[src/rtl/sync_fifo_pkg.sv]
// Shared types for the lane-interleave reader.
//   lane_idx_t : lane index register type. It is wide enough for any supported
//                lane count; users slice it down to $clog2(NUM_LANES) bits.
//   count_t    : occupancy of a 2-entry buffer (0..2).
//   lane_next  : round-robin successor of a lane index, wrapping at num_lanes.
package sync_fifo_pkg;

  localparam int LANE_IDX_W = 8;

  typedef logic [LANE_IDX_W-1:0] lane_idx_t;
  typedef logic [1:0]            count_t;

  function automatic lane_idx_t lane_next(input lane_idx_t cur, input int num_lanes);
    if (cur == lane_idx_t'(num_lanes - 1)) begin
      return '0;
    end
    return cur + lane_idx_t'(1);
  endfunction

endpackage

[src/rtl/sync_skid_buffer.sv]
// Two-entry output buffer (main slot + skid slot).
// The main slot drives out_data/out_valid directly. The skid slot catches the
// one word that may arrive while the main slot is stalled, which lets in_ready
// be a plain register output with no path from out_ready.
// Ports:
//   clk, rstn            : clock, asynchronous active-low reset
//   clear                : synchronous flush of both slots
//   in_data/in_valid/in_ready    : upstream side
//   out_data/out_valid/out_ready : downstream side
//   count                : number of occupied slots (0..2)
module sync_skid_buffer
  import sync_fifo_pkg::*;
#(
  parameter int DATA_WIDTH = 8
) (
  input  logic                  clk,
  input  logic                  rstn,
  input  logic                  clear,
  input  logic [DATA_WIDTH-1:0] in_data,
  input  logic                  in_valid,
  output logic                  in_ready,
  output logic [DATA_WIDTH-1:0] out_data,
  output logic                  out_valid,
  input  logic                  out_ready,
  output count_t                count
);

  logic                  main_valid;
  logic                  skid_valid;
  logic [DATA_WIDTH-1:0] main_data;
  logic [DATA_WIDTH-1:0] skid_data;
  logic                  accept;
  logic                  pop;

  // Ready depends only on the skid slot: while it is empty there is always
  // room for one more word, whatever the downstream does this cycle.
  assign in_ready = !skid_valid;
  assign accept   = in_valid && in_ready;
  assign pop      = main_valid && out_ready;

  always_ff @(posedge clk or negedge rstn) begin
    if (!rstn) begin
      main_valid <= 1'b0;
      skid_valid <= 1'b0;
      main_data  <= '0;
      skid_data  <= '0;
    end else if (clear) begin
      main_valid <= 1'b0;
      skid_valid <= 1'b0;
    end else if (!main_valid || pop) begin
      // Main slot frees up this edge: the older skid word goes first.
      if (skid_valid) begin
        main_data  <= skid_data;
        main_valid <= 1'b1;
        skid_valid <= 1'b0;
      end else begin
        main_valid <= accept;
        if (accept) begin
          main_data <= in_data;
        end
      end
    end else if (accept) begin
      skid_data  <= in_data;
      skid_valid <= 1'b1;
    end
  end

  assign out_data  = main_data;
  assign out_valid = main_valid;
  assign count     = {1'b0, main_valid} + {1'b0, skid_valid};

endmodule

[src/rtl/sync_interleave_reader.sv]
// Reassembles a stream that was striped round-robin over NUM_LANES lane FIFOs,
// starting at lane 0, into a single in-order stream.
// Ports:
//   clk, rstn                        : clock, asynchronous active-low reset
//   lane_data/lane_valid/lane_ready  : per-lane FIFO read ports
//   out_data/out_valid/out_ready     : merged output stream
//   clear                            : synchronous flush (buffer and lane pointer)
//   lane_sel                         : lane expected next
//   count                            : words held in the output buffer
//
// Handshakes: a word moves across an interface on a rising edge where its valid
// and ready are both high; a producer holds valid and data stable until that
// edge, and ready never depends combinationally on the valid it is paired with.
// Here lane_ready comes from registered state (plus clear and reset), never
// from out_ready.
module sync_interleave_reader
  import sync_fifo_pkg::*;
#(
  parameter  int DATA_WIDTH   = 8,
  parameter  int NUM_LANES    = 2,
  localparam int LB_NUM_LANES = $clog2(NUM_LANES)
) (
  input  logic                                 clk,
  input  logic                                 rstn,
  input  logic [NUM_LANES-1:0][DATA_WIDTH-1:0] lane_data,
  input  logic [NUM_LANES-1:0]                 lane_valid,
  output logic [NUM_LANES-1:0]                 lane_ready,
  output logic [DATA_WIDTH-1:0]                out_data,
  output logic                                 out_valid,
  input  logic                                 out_ready,
  input  logic                                 clear,
  output logic [LB_NUM_LANES-1:0]              lane_sel,
  output count_t                               count
);

  lane_idx_t             sel_q;
  logic                  sel_valid;
  logic [DATA_WIDTH-1:0] sel_data;
  logic                  buf_in_ready;
  logic                  lane_accept;

  // Only the selected lane is looked at; other lanes wait even if valid, so a
  // late lane stalls the merge instead of letting words overtake it.
  always_comb begin
    sel_valid  = 1'b0;
    sel_data   = '0;
    lane_ready = '0;
    for (int i = 0; i < NUM_LANES; i++) begin
      if (lane_idx_t'(i) == sel_q) begin
        sel_valid     = lane_valid[i];
        sel_data      = lane_data[i];
        // rstn gating keeps ready low while reset is asserted.
        lane_ready[i] = rstn && buf_in_ready && !clear;
      end
    end
  end

  assign lane_accept = sel_valid && buf_in_ready && !clear;

  always_ff @(posedge clk or negedge rstn) begin
    if (!rstn) begin
      sel_q <= '0;
    end else if (clear) begin
      sel_q <= '0;
    end else if (lane_accept) begin
      sel_q <= lane_next(sel_q, NUM_LANES);
    end
  end

  assign lane_sel = sel_q[LB_NUM_LANES-1:0];

  sync_skid_buffer #(
    .DATA_WIDTH(DATA_WIDTH)
  ) u_buf (
    .clk      (clk),
    .rstn     (rstn),
    .clear    (clear),
    .in_data  (sel_data),
    .in_valid (sel_valid && !clear),
    .in_ready (buf_in_ready),
    .out_data (out_data),
    .out_valid(out_valid),
    .out_ready(out_ready),
    .count    (count)
  );

endmodule

[config.mk]
export PLATFORM = sky130hd
export DESIGN_NAME = sync_interleave_reader
export DESIGN_NICKNAME = d
export VERILOG_FILES = /design/src/rtl/sync_fifo_pkg.sv /design/src/rtl/sync_skid_buffer.sv /design/src/rtl/sync_interleave_reader.sv
export SDC_FILE = /design/constraint.sdc
export NUM_CORES = 1
export LEC_CHECK = 0
export BUFFER_PORTS_ARGS = -buffer_cell sky130_fd_sc_hd__clkbuf_2
export CAP_MARGIN = 25
export CORE_AREA = 2 2 58 60
export CTS_BUF_LIST = sky130_fd_sc_hd__clkbuf_16
export CTS_CLUSTER_DIAMETER = 200
export DETAILED_ROUTE_END_ITERATION = 6
export DIE_AREA = 0 0 60 62
export GPL_ROUTABILITY_DRIVEN = 0
export GPL_TIMING_DRIVEN = 0
export PLACE_DENSITY_LB_ADDON = 0.12
export SLEW_MARGIN = 20
export SYNTH_ARGS = -nofsm -noshare
export SYNTH_HDL_FRONTEND = slang
export SYNTH_SLANG_ARGS = --single-unit
export TNS_END_PERCENT = 10
[constraint.sdc]
create_clock -name clk -period 4.55 [get_ports clk]
set_input_delay 0.6825 -clock clk [delete_from_list [all_inputs] [get_ports clk]]
set_output_delay 0.6825 -clock clk [all_outputs]
set_load 0.02 [all_outputs]
==> reports/qor.csv <==
stage,metric,value,unit
floorplan,initial_utilization,0.427,
critical_path,crit_chain,inv_1 > ha_1 > buf_2 > clkbuf_1 > nand2_1 > nor4_1 > clkbuf_2,
critical_path,crit_start,sel_q[1]$_DFFE_PN0P_,
timing,skew,2.76,ps
finish,area_growth_syn_to_layout,22.7,%
yosys,yosysSeqAreaShare,0.479,
timing,finalWorstSetupSlack,1780,ps
cts,cts_max_path_buffers,2,
finish,fin_cells,209,
pwr,p_leak,0.000805,uW
cts,numCtsBuffers,3,
floorplan,core-area,3180,sq um
route,drt-initial-drc-count,55,
yosys,syn-num-nets,151,
cts,cts_resized,0,
outcome,status,completed,
critical_path,endpoint_kind,output pin,
timing,drv_slew,0,
route,vias_per_cell,5.31,
placed_design,pre_cts_ws,2010,ps
global_routing,gr-usage-all-layers,0.182,
pwr,p_seq_frac,0.371,
timing,tightest_slew,793,ps
run,max_cap_viol_count,0,
global_routing,antenna_found_initial,0,
route,via_count,1109,
cts,cts_tree,done,
worst_hold_path,hp-class,in -> async,
critical_path,cp_slowest_cell,clkbuf_1,
finish,fin_nets,191,
finish,fillers,311,
cts,root_buffer,clkbuf_16,
timing,rsz0062_at_grt,false,
global_routing,grt_pass1_vias,1078,
placed_design,dpl.cell_count,206,
pwr,finalPower,937,uW
critical_path,cp_top_family,buffers and inverters,
critical_path,criticalPathCategory,reg -> out,
floorplan,num_rows,21,
critical_path,start_kind,register,
route,ant_nets,0,
pwr,vdd_drop_max,0.201,mV
route,routedWlPerCell,14.5,um
route,wl,3030,um
pwr,swShare,0.358,
pwr,intPower,602,uW
pwr,p_switching,335,uW
route,drtPass1Iterations,4,
timing,tns,0,ps
cts,postCtsSetupRepairBufs,0,
yosys,synth.distinct_cells,29,
critical_path,worstPathArrival,2080,ps
critical_path,cp_max_fo,10,
critical_path,r2r-start,sel_q[0]$_DFFE_PN0P_,
cts,cts_sinks,26,
floorplan,dieArea,3720,sq um
pwr,p_per_area,562,nW/um^2
global_routing,busiest_layer,met2,
critical_path,max_stage_delay,400,ps
critical_path,critPathBufInv,4,
global_routing,grt_max_degree,28,
yosys,synthCells,125,
placed_design,portBuffers,35,
finish,layout-drive-gt1-share,0.356,
timing,max_freq,361,MHz
cts,cts.clk_slew.worst_paths,60,ps
global_routing,grt_first_pass_wirelength,4940,um
yosys,synth_common_cells,"dfrtp_1 (26), a21oi_1 (11), nand2_1 (11)",
global_routing,grt_overflow,0,
yosys,synth_top_area_share,0.479,
timing,setup_violations,0,
route,drc,0,
yosys,ys_async_sr_fraction,1.00,
finish,antennaDiodeCount,0,
floorplan,die_h,62,um
global_routing,grt_use_met2,0.311,
global_routing,met3_usage,0.0476,
global_routing,gr-usage-met1,0.225,
timing,min_period,2770,ps
yosys,avgSynthCellArea,10.9,sq um
yosys,synth-edff-count,0,
pwr,p_clk_frac,0.202,
timing,final_hold_viol_count,0,
pwr,p_comb_frac,0.427,
yosys,synth-seq-cells,26,
yosys,yosysWarnings,0,
yosys,synth_area_leaders,"dfrtp_1 (48%), mux2_2 (6.6%), a211oi_1 (4.4%)",
floorplan,die_x,60,um
floorplan,io_pins,36,
cts,hold_buffers,0,
cts,htreeDepth,1,
cts,insertion_delay,260,ps
yosys,synth_flop_cell,dfrtp_1,
critical_path,cp.required,3870,ps
timing,slew_headroom,0.469,
yosys,synth_top_area_cell,dfrtp_1,
yosys,syn-cell-area,1360,sq um
yosys,synth_most_common_cell,dfrtp_1,
critical_path,regToRegSetupSlack,2140,ps
placed_design,hpwl,2210,um
timing,finalCritPeriodShare,0.608,
path summary, 6_finish.rpt:
check | endpoint | cells past startpoint
worst max register to register | u_buf.out_data[6]$_DFFE_PN0P_ | 6
worst min register to register | u_buf.out_data[0]$_DFFE_PN0P_ | 1
min in group clk | u_buf.out_data[0]$_DFFE_PN0P_ | 1
max in group asynchronous | u_buf.skid_valid$_DFFE_PN0P_ | 1
worst min-delay path | u_buf.out_data[1]$_DFFE_PN0P_ | 1
worst max-delay path | lane_ready[1] | 7
power by group through the flow:
stage / clock (uW) / sequential (uW) / combinational, uW
CTS: 198 / 347 / 406
global placement: 0 / 346 / 398
detailed placement: 0 / 351 / 403
finish: 189 / 347 / 400
global route: 201 / 355 / 449
floorplan: 0 / 386 / 255
placed cells by master (no fill, tap or decap), drive strengths merged:
cell type / Yosys / final
clkbuf: 2 / 40
dfrtp: 26 / 26
nand2: 11 / 11
a21oi: 11 / 11
nand3b: 8 / 8
a211oi: 8 / 8
mux2: 8 / 8
a221o: 8 / 8
nor2: 6 / 6
nor2b: 6 / 6
ha: 4 / 4
buf: 4 / 4
inv: 3 / 3
nor4: 2 / 2
nand3: 2 / 2
nand2b: 2 / 2
o211ai: 2 / 2
and3: 2 / 2
nor3: 2 / 2
or3: 1 / 1
or4: 1 / 1
a31oi: 1 / 1
a2111oi: 1 / 1
or2b: 1 / 1
clkdlybuf4s25: 1 / 1
a2111o: 1 / 1
and3b: 1 / 1
layer usage:
layer / routed length (um) / share of wire
met3: 137 / 0.045
met1: 1360 / 0.45
met4: 31 / 0.010
met2: 1510 / 0.50
met5: 0 / 0
logic make-up after synthesis:
| kind of cell | share of synthesized area |
|---|---|
| and+or+nand+nor | 0.186 |
| buffers and inverters | 0.0396 |
| adders and majority gates | 0.0368 |
| muxes | 0.0663 |
| AOI/OAI and AO/OA | 0.192 |
| DFF | 0.479 |
worst register-to-register path: cells and delay by family, from the launching register on:
family          cells  cell delay (ps)
buf+inv             1              170
simple gates        1              260
compound gates      3             1230
flops               1              430
fa+ha+maj           1              210
per-stage QoR:
stage / util / hold slack, ps / instance area, sq um
2_1_floorplan: - / 387 / 1360
3_3_place_gp: 0.501 / 486 / 1590
3_5_place_dp: 0.501 / 495 / 1590
4_1_cts: 0.524 / 470 / 1670
5_1_grt: 0.524 / 497 / 1670
6_report: 0.524 / 451 / 1670
flip-flops by register name (all words and copies together), names as in the netlist:
register and cells:
u_buf.out_data 8, u_buf.out_valid 1, u_buf.skid_valid 1, u_buf.skid_data 8, sel_q 8
layout make-up:
type                       count  area [sq um]  area share
multi-input combinational     89           654       0.393
sequential                    26           651       0.390
timing repair buffer          35           175       0.105
clock buffer                   3          75.1      0.0450
tap                           46          57.6      0.0345
buffer                         7          42.5      0.0255
inverter                       3          11.3     0.00676
No activity file was read; power rests on OpenSTA's default activity.
